## config.mk

```make
export PLATFORM = sky130hd
export DESIGN_NAME = bcd_display_mux_flat
export DESIGN_NICKNAME = d
export VERILOG_FILES = /design/src/rtl/bcd_display_pkg.sv /design/src/rtl/bcd_display_mux_if.sv /design/src/rtl/bcd_to_7seg.sv /design/src/rtl/bcd_display_mux.sv /design/src/flat_wrapper.sv
export SDC_FILE = /design/constraint.sdc
export NUM_CORES = 1
export LEC_CHECK = 0
export ABC_CLOCK_PERIOD_IN_PS = 3550
export BUFFER_PORTS_ARGS = -buffer_cell sky130_fd_sc_hd__buf_2
export CORE_MARGIN = 2
export CORE_UTILIZATION = 25
export CTS_CLUSTER_SIZE = 24
export DETAILED_ROUTE_END_ITERATION = 16
export GPL_TIMING_DRIVEN = 0
export PLACE_DENSITY_LB_ADDON = 0.05
export SYNTH_ARGS = -nofsm -noshare
export SYNTH_HDL_FRONTEND = slang
export SYNTH_SLANG_ARGS = --single-unit
export TNS_END_PERCENT = 20
```

## constraint.sdc

```tcl
create_clock -name clk -period 3.55 [get_ports clk]
set_clock_uncertainty 0.15 [all_clocks]
set_input_delay 0.355 -clock clk [delete_from_list [all_inputs] [get_ports clk]]
set_output_delay 0.355 -clock clk [all_outputs]
set_load 0.02 [all_outputs]
```

## src/rtl/bcd_display_pkg.sv

```systemverilog
// Shared constants for the two-digit BCD display multiplexer:
// active-high 7-segment patterns (gfedcba), the blank pattern, the
// largest legal BCD digit and a helper that sizes the refresh prescaler.
package bcd_display_pkg;

  localparam logic [6:0] SEG_0   = 7'h3F;
  localparam logic [6:0] SEG_1   = 7'h06;
  localparam logic [6:0] SEG_2   = 7'h5B;
  localparam logic [6:0] SEG_3   = 7'h4F;
  localparam logic [6:0] SEG_4   = 7'h66;
  localparam logic [6:0] SEG_5   = 7'h6D;
  localparam logic [6:0] SEG_6   = 7'h7D;
  localparam logic [6:0] SEG_7   = 7'h07;
  localparam logic [6:0] SEG_8   = 7'h7F;
  localparam logic [6:0] SEG_9   = 7'h6F;
  localparam logic [6:0] SEG_OFF = 7'h00;

  localparam logic [3:0] BCD_MAX = 4'd9;

  // Width of a counter that must hold 0..div-1; never narrower than one bit.
  function automatic int divWidth(input int div);
    return (div <= 2) ? 1 : $clog2(div);
  endfunction

endpackage

```

## src/rtl/bcd_display_mux_if.sv

```systemverilog
// Bus between the upstream decade counter / board pins and the display mux.
// The master side drives the counter sample; the slave side (the mux) drives
// the display pins and status flags.
interface bcd_display_mux_if;

  logic [3:0] cnt_in;
  logic       vld_in;
  logic [6:0] seg;
  logic [1:0] an;
  logic [3:0] tens;
  logic       ovf;
  logic       bad_code;

  modport master (
    output cnt_in, vld_in,
    input  seg, an, tens, ovf, bad_code
  );

  modport slave (
    input  cnt_in, vld_in,
    output seg, an, tens, ovf, bad_code
  );

endinterface

```

## src/rtl/bcd_to_7seg.sv

```systemverilog
// Combinational BCD digit to active-high 7-segment pattern (gfedcba).
// Codes above 9 produce a dark digit rather than a misleading glyph.
module bcd_to_7seg
  import bcd_display_pkg::*;
(
  input  logic [3:0] bcd_i,
  output logic [6:0] seg_o
);

  // Table lookup of the lit segments for one digit.
  always_comb begin
    seg_o = SEG_OFF;
    case (bcd_i)
      4'd0:    seg_o = SEG_0;
      4'd1:    seg_o = SEG_1;
      4'd2:    seg_o = SEG_2;
      4'd3:    seg_o = SEG_3;
      4'd4:    seg_o = SEG_4;
      4'd5:    seg_o = SEG_5;
      4'd6:    seg_o = SEG_6;
      4'd7:    seg_o = SEG_7;
      4'd8:    seg_o = SEG_8;
      4'd9:    seg_o = SEG_9;
      default: seg_o = SEG_OFF;
    endcase
  end

endmodule

```

## src/rtl/bcd_display_mux.sv

```systemverilog
// Two-digit BCD display multiplexer. Samples the units digit from an upstream
// decade counter, derives the tens digit by spotting 9->0 wraps, and drives
// both digits onto one 7-segment bus with alternating anode enables.
// Optional build macro: LEADING_ZERO_BLANK_EN blanks the tens digit while it
// is 0 (the anode keeps toggling so brightness of the units digit is unchanged).
module bcd_display_mux
  import bcd_display_pkg::*;
#(
  parameter int CLK_HZ         = 50_000_000,
  parameter int REFRESH_HZ     = 1_000,
  parameter int SEG_ACTIVE_LOW = 1,
  parameter int AN_ACTIVE_LOW  = 1
) (
  input  logic               clk,
  input  logic               rst,
  bcd_display_mux_if.slave   bus
);

  localparam int DIV = CLK_HZ / (2 * REFRESH_HZ);
  localparam int PW  = divWidth(DIV);
  localparam logic [PW-1:0] PRESC_LAST = PW'(DIV - 1);

  localparam logic [6:0] SEG_DARK = (SEG_ACTIVE_LOW != 0) ? ~SEG_OFF : SEG_OFF;
  localparam logic [1:0] AN_DARK  = (AN_ACTIVE_LOW != 0) ? 2'b11 : 2'b00;

  logic [3:0]    units_q, units_d;
  logic [3:0]    prev_q, prev_d;
  logic [3:0]    tens_q, tens_d;
  logic          ovf_q, ovf_d;
  logic          bad_q, bad_d;
  logic [PW-1:0] presc_q, presc_d;
  logic          sel_q, sel_d;
  logic [6:0]    seg_q, seg_d;
  logic [1:0]    an_q, an_d;

  logic [3:0]    digit;
  logic [6:0]    litPattern;

  bcd_to_7seg u_dec (
    .bcd_i (digit),
    .seg_o (litPattern)
  );

  // Counter capture: accept legal samples, flag illegal ones, bump tens on a 9->0 wrap.
  always_comb begin
    units_d = units_q;
    prev_d  = prev_q;
    tens_d  = tens_q;
    ovf_d   = 1'b0;
    bad_d   = bad_q;
    if (bus.vld_in) begin
      if (bus.cnt_in > BCD_MAX) begin
        bad_d = 1'b1;
      end else begin
        units_d = bus.cnt_in;
        prev_d  = bus.cnt_in;
        if (bus.cnt_in == 4'd0 && prev_q == BCD_MAX) begin
          if (tens_q == BCD_MAX) begin
            tens_d = 4'd0;
            ovf_d  = 1'b1;
          end else begin
            tens_d = tens_q + 4'd1;
          end
        end
      end
    end
  end

  // Free-running refresh prescaler; flips the digit select once per DIV clocks.
  always_comb begin
    presc_d = presc_q + PW'(1);
    sel_d   = sel_q;
    if (presc_q == PRESC_LAST) begin
      presc_d = '0;
      sel_d   = ~sel_q;
    end
  end

  // Pick the digit for the current select and form the pin-polarity outputs.
  always_comb begin
    digit = sel_q ? tens_q : units_q;
    seg_d = litPattern;
`ifdef LEADING_ZERO_BLANK_EN
    if (sel_q && tens_q == 4'd0) begin
      seg_d = SEG_OFF;
    end
`endif
    if (SEG_ACTIVE_LOW != 0) begin
      seg_d = ~seg_d;
    end
    an_d = sel_q ? 2'b10 : 2'b01;
    if (AN_ACTIVE_LOW != 0) begin
      an_d = ~an_d;
    end
  end

  // State and output registers; reset overrides every other update.
  always_ff @(posedge clk) begin
    if (rst) begin
      units_q <= 4'd0;
      prev_q  <= 4'd0;
      tens_q  <= 4'd0;
      ovf_q   <= 1'b0;
      bad_q   <= 1'b0;
      presc_q <= '0;
      sel_q   <= 1'b0;
      seg_q   <= SEG_DARK;
      an_q    <= AN_DARK;
    end else begin
      units_q <= units_d;
      prev_q  <= prev_d;
      tens_q  <= tens_d;
      ovf_q   <= ovf_d;
      bad_q   <= bad_d;
      presc_q <= presc_d;
      sel_q   <= sel_d;
      seg_q   <= seg_d;
      an_q    <= an_d;
    end
  end

  assign bus.seg      = seg_q;
  assign bus.an       = an_q;
  assign bus.tens     = tens_q;
  assign bus.ovf      = ovf_q;
  assign bus.bad_code = bad_q;

endmodule

```

## src/flat_wrapper.sv

```systemverilog
// flat-port wrapper written by rule: the top's interface ports become plain ports
module bcd_display_mux_flat import bcd_display_pkg::*;
#(
  parameter int CLK_HZ         = 50_000_000,
  parameter int REFRESH_HZ     = 1_000,
  parameter int SEG_ACTIVE_LOW = 1,
  parameter int AN_ACTIVE_LOW  = 1
)
  (clk, rst, bus_cnt_in, bus_vld_in, bus_seg, bus_an, bus_tens, bus_ovf, bus_bad_code);
  bcd_display_mux_if bus_i ();
  input  logic clk;
  input  logic rst;
  input wire logic [$bits(bus_i.cnt_in)-1:0] bus_cnt_in;
  input wire logic [$bits(bus_i.vld_in)-1:0] bus_vld_in;
  output wire logic [$bits(bus_i.seg)-1:0] bus_seg;
  output wire logic [$bits(bus_i.an)-1:0] bus_an;
  output wire logic [$bits(bus_i.tens)-1:0] bus_tens;
  output wire logic [$bits(bus_i.ovf)-1:0] bus_ovf;
  output wire logic [$bits(bus_i.bad_code)-1:0] bus_bad_code;
  assign bus_i.cnt_in = bus_cnt_in;
  assign bus_i.vld_in = bus_vld_in;
  assign bus_seg = bus_i.seg;
  assign bus_an = bus_i.an;
  assign bus_tens = bus_i.tens;
  assign bus_ovf = bus_i.ovf;
  assign bus_bad_code = bus_i.bad_code;
  bcd_display_mux #(.CLK_HZ(CLK_HZ), .REFRESH_HZ(REFRESH_HZ), .SEG_ACTIVE_LOW(SEG_ACTIVE_LOW), .AN_ACTIVE_LOW(AN_ACTIVE_LOW)) u_core (.clk(clk), .rst(rst), .bus(bus_i));
endmodule
```

## After elaboration in Yosys (flattened, before gate mapping)

Memory sizes are Yosys's and may differ from the RTL's.
Index checks and enable logic that the tools add are counted.

| storage, ports and cells | value |
|---|---|
| register bits after elaboration | 35 |
| bits in writable memories | 0 |
| latch bits | 0 |
| memories kept | 1 |
| bits in read-only memories | 112 |

| operators by class | value |
|---|---|
| reductions and logical operators | 7 |
| mux-type cells | 4 |
| $mul | 0 |
| equality and inequality tests | 3 |
| div/mod/pow operators | 0 |
| bitwise logic cells | 6 |
| shift-type cells | 0 |
| $lt $le $gt $ge | 1 |
| $add $sub $neg | 2 |

Memory list:

| name | depth | width | rd ports | clocked after memory_dff | wr ports | line | RTL |
|---|---|---|---|---|---|---|---|
| (no name shown) | 16 | 7 | 1 | 0 | 0 | bcd_to_7seg.sv:13 | `case (bcd_i)` |

Operator list:

| kind | number |
|---|---|
| 15-bit by 1-bit adder with 15-bit output (second input constant) | 1 |
| 15-bit == test (second input constant) | 1 |
| 4-bit == test (second input constant) | 2 |
| 4-bit two-way mux | 2 |
| 7-bit NOT | 1 |
| 4-bit by 1-bit adder with 4-bit output (second input constant) | 1 |
| 4-bit > comparator (second input constant) | 1 |
| 4-bit zero test | 1 |
| 1-bit NOT | 4 |
| 2-bit AND reduction | 2 |
| 4-bit OR reduction | 1 |
| 3-bit AND reduction | 1 |
| 2-bit two-way mux | 1 |
| 2-bit NOT | 1 |
| 2-bit OR reduction | 1 |
| 1-bit logical AND | 1 |
| 1-bit two-way mux | 1 |

## Longest topological paths before layout

| depth | value |
|---|---|
| depth in word-level cells | 4 |
| gate-level depth with buffers | 7 |
| mapped depth without buffers | 6 |

## By module

From an unflattened synthesis, not the netlist that was laid out.

| second synthesis, totals | value |
|---|---|
| cells, all modules | 180 |
| area, all modules | 1626.6 um^2 |

By module, submodules not included:

| module | seq. area each (um^2) | cells each | times used | area each (um^2) |
|---|---|---|---|---|
| bcd_display_mux | 700.7 | 154 | 1 | 1425.1 |
| bcd_to_7seg | 0.0 | 26 | 1 | 201.4 |

## Least setup slack after synthesis

No wires, ideal clock.

| path | value |
|---|---|
| path kind | register -> register |
| start point | reg u_core.sel_q |
| end point | reg u_core.seg_q[2], in the netlist u_core.bus.seg[2] |
| arrival time | 1.611 ns |
| stages on the path, launching flop included | 8 |
| required time | 3.277 ns |
| clock period less this slack | 1.884 ns |
| path slack | 1.666 ns |
| cells stage by stage | dfxtp_1 buf_2 mux2i_1 inv_1 ha_1 a21oi_1 a21oi_1 or2_2 |

| on the way | value |
|---|---|
| cells in the longest elaborated chain, start to end | 3 |

RTL lines:

| what | line | RTL |
|---|---|---|
| start: declaration | bcd_display_mux.sv:32 | `logic sel_q, sel_d;` |
| start signal: assignment | bcd_display_mux.sv:116 | `sel_q <= sel_d;` |
| 4-bit two-way mux | bcd_display_mux.sv:81 | `digit = sel_q ? tens_q : units_q;` |
| memory read 16 x 7 bit | -- |  |
| 7-bit NOT | bcd_display_mux.sv:89 | `seg_d = ~seg_d;` |
| end signal: assignment | bcd_display_mux.sv:117 | `seg_q <= seg_d;` |
| end: declaration | bcd_display_mux.sv:33 | `logic [6:0] seg_q, seg_d;` |

Every way passes these cells.
A chain may end at the register's enable or synchronous reset.

## Worst setup path in the final report

Ends and elaborated chain as after synthesis.

==> results.yml <==
worst_hold_path:
  min_path_type: "in -> reg"
  min_path_cells: 3
  holdPathEnd: "u_core.prev_q[0]$_SDFFE_PP0P_"
  min-delay-start: "bus_cnt_in[0]"
clock_network:
  cts_tree: "built"
  htreeDepth: 2
  cts.path.max_buffers: 2
  clk_latency_ns: 0.29
  postCtsSetupBuffers: 0
  clkSinkCount: 35
  clockRootBuffer: "clkbuf_8"
  cts_made_buffers: 5
  cts_resized: 0
  clkTransAtPathRegs_ns: 0.07
  hold_buffers: 0
layout:
  fin_area_um2: 1940
  nNetsFinal: 227
  drive_gt1_share_pct: 18.1
  n_antenna_cell: 0
  syn_to_final_growth_pct: 18.4
  fin_cells: 292
job:
  cap_violations: 0
timing:
  timing.slew.headroom_pct: 68.4
  finalCriticalPeriod_ns: 2.12
  rsz0062_at_grt: "false"
  fin_setup_tns_ns: 0
  hold_viol: 0
  final_max_slew_viol_count: 0
  whs_ns: 0.184
  max_slew.worst_pin.slew_ns: 0.460
  setup_viol_count_final: 0
  timing.final.crit_share_pct: 59.6
  max_freq_ghz: 0.473
worst_setup_path:
  arrival_ns: 2.14
  r2r_start: "u_core.sel_q$_SDFFE_PP0N_"
  crit_type: "reg -> reg"
  endpoint_kind: "register"
  reg2reg_depth: 7
  r2r-end: "u_core.bus.seg[2]$_SDFF_PP1_"
  cp_data_required_time_ns: 3.57
  path_max_fanout: 9
  ff2ff_setup_slack_ns: 1.43
  cp-start-kind: "register"
route:
  first_iter_violations: 30
  drt_pass1_iterations: 4
  vias: 1352
  drtAntennaViolNets: 0
  routedWlPerCell_um: 11.9
  drt_wl_total_um: 3480
  drc: 0
  vias_per_cell: 4.63
yosys:
  synthesis.area_um2: 1640
  synth_flop_cell: "dfxtp_1"
  synth.area.top_cells: "dfxtp_1 43%, nor2_1 5.7%, xnor2_1 4.8%"
  synth_top_area_cell: "dfxtp_1"
  synth_fp_nets: 199
  ys_warn_count: 0
  synth_edf_count: 0
  yosys-top-cells-count: "35 x dfxtp_1, 25 x nor2_1, 17 x nand2_1"
  synthCells: 186
  synthArstFlopShare_pct: 0
  synth.most_common_cell: "dfxtp_1"
  postSynthAreaPerCell_um2: 8.81
  synth_top_area_share_pct: 42.8
  yosysSeqAreaShare_pct: 42.8
  ys_ff_latch: 35
  synth_cell_types: 37
pwr:
  power_leakage_nw: 0.751
  p_per_area_nw_per_um2: 420
  finalPower_mw: 0.814
  peakVddDrop_mv: 0.174
global_route:
  first_global_vias: 1239
  antenna_found_initial: 0
  grt_pass1_wl_um: 5870
  grt.busiest_layer: "met1"
  grt.met1_usage_pct: 14.7
  grt_max_degree: 11
  met2_usage_pct: 14.2
  grt_use_total_pct: 10.3
  overflow: 0
  grt.met3_usage_pct: 3.21
floorplan:
  dieArea_um2: 7210
  io_pins: 22
  die_x_um: 84.9
  die_y_um: 84.9
  start_util_pct: 25.8
  rows: 29
  core_um2: 6350
placement:
  dp_hpwl_um: 2560
  place_congestion: 0.760
  placed_area_um2: 1840
  dpl.cell_count: 284
  port_buffers: 21
outcome:
  status: "complete, no violations"
==> layout make-up <==
| type | count | area (um^2) |
|---|---|---|
| Sequential cell | 35 | 701 |
| Clock buffer | 8 | 100 |
| Timing Repair Buffer | 21 | 105 |
| Buffer | 4 | 27.5 |
| Inverter | 7 | 26.3 |
| Multi-Input combinational cell | 140 | 883 |
| Fill cell | 666 | 4410 |
| Tap cell | 77 | 96.3 |
==> stage by stage <==
stage	util (%)	worst slack [ns]
after floorplan	-	1.67
after global placement	29.0	1.41
after detailed placement	29.0	1.40
after CTS	30.5	1.39
after global routing	30.5	1.24
final	30.5	1.43
==> state kept, by name (all words and copies together), names as in the netlist <==
name and flops:
u_core.sel_q 1, u_core.bus.ovf 1, u_core.presc_q 15, u_core.bus.an 2
u_core.bus.bad_code 1, u_core.bus.seg 7, u_core.prev_q 4, u_core.bus.tens 4
==> kinds of logic (layout without fill, tap and decap cells) <==
logic type / Yosys count / in the layout / share of synthesized area (%)
AO/OA/AOI/OAI: 25 / 25 / 9.02
multiplexers: 9 / 9 / 5.65
XOR/XNOR: 15 / 15 / 8.02
flip-flops: 35 / 35 / 42.8
buffers and inverters: 11 / 40 / 3.28
AND/OR/NAND/NOR: 85 / 85 / 26.7
adder cells (fa/ha/maj): 6 / 6 / 4.58
==> worst max-delay path: stages (launching register included) <==
cell	delay, ns
dfxtp_1	0.30
buf_2	0.23
mux2i_1	0.44
inv_1	0.19
ha_1	0.24
a21oi_1	0.12
a21oi_1	0.05
or2_2	0.28
==> report_power, final <==
group	internal [mW]	total, mW	switching, mW
logic	0.0302	0.0776	0.0474
clock network	0.177	0.321	0.143
registers	0.407	0.416	0.00913
==> per-layer routing <==
metal / up-vias / part of all wire, %
li1: 699 / -
met1: 625 / 53
met2: 22 / 40
met3: 6 / 4.7
met4: 0 / 1.6
met5: - / 0
==> cell usage in the layout, fill, tap and decap left out, drive strengths merged <==
cell and n:
ha 6, nor3 6, buf 23, o21ai 4
mux2 2, or3b 1, or4 4, a21o 2
nor4 5, and4 1, o211ai 1, nand2b 4
nand4 1, mux2i 7, nand2 17, a31oi 1
nand3 12, clkbuf 10, xnor2 9, nor2 25
o31ai 1, dfxtp 35, or2 2, o2bb2ai 1
or3 1, xor2 6, o21bai 3, inv 7
a21oi 12, nor2b 1, and3 3, nand4b 2
==> worst max-delay path by stage <==
stage / startpoint / endpoint / slack [ns] / cells past startpoint
finish: u_core.sel_q$_SDFFE_PP0N_ / u_core.bus.seg[2]$_SDFF_PP1_ / 1.43 / 7
global route: u_core.sel_q$_SDFFE_PP0N_ / u_core.bus.seg[2]$_SDFF_PP1_ / 1.24 / 7
detailed placement: u_core.sel_q$_SDFFE_PP0N_ / u_core.bus.seg[2]$_SDFF_PP1_ / 1.40 / 7
global placement: u_core.sel_q$_SDFFE_PP0N_ / u_core.bus.seg[2]$_SDFF_PP1_ / 1.41 / 7
CTS: u_core.sel_q$_SDFFE_PP0N_ / u_core.bus.seg[2]$_SDFF_PP1_ / 1.39 / 7
floorplan: u_core.sel_q$_SDFFE_PP0N_ / u_core.bus.seg[2]$_SDFF_PP1_ / 1.67 / 7
Power figures use the tool's default switching activity.
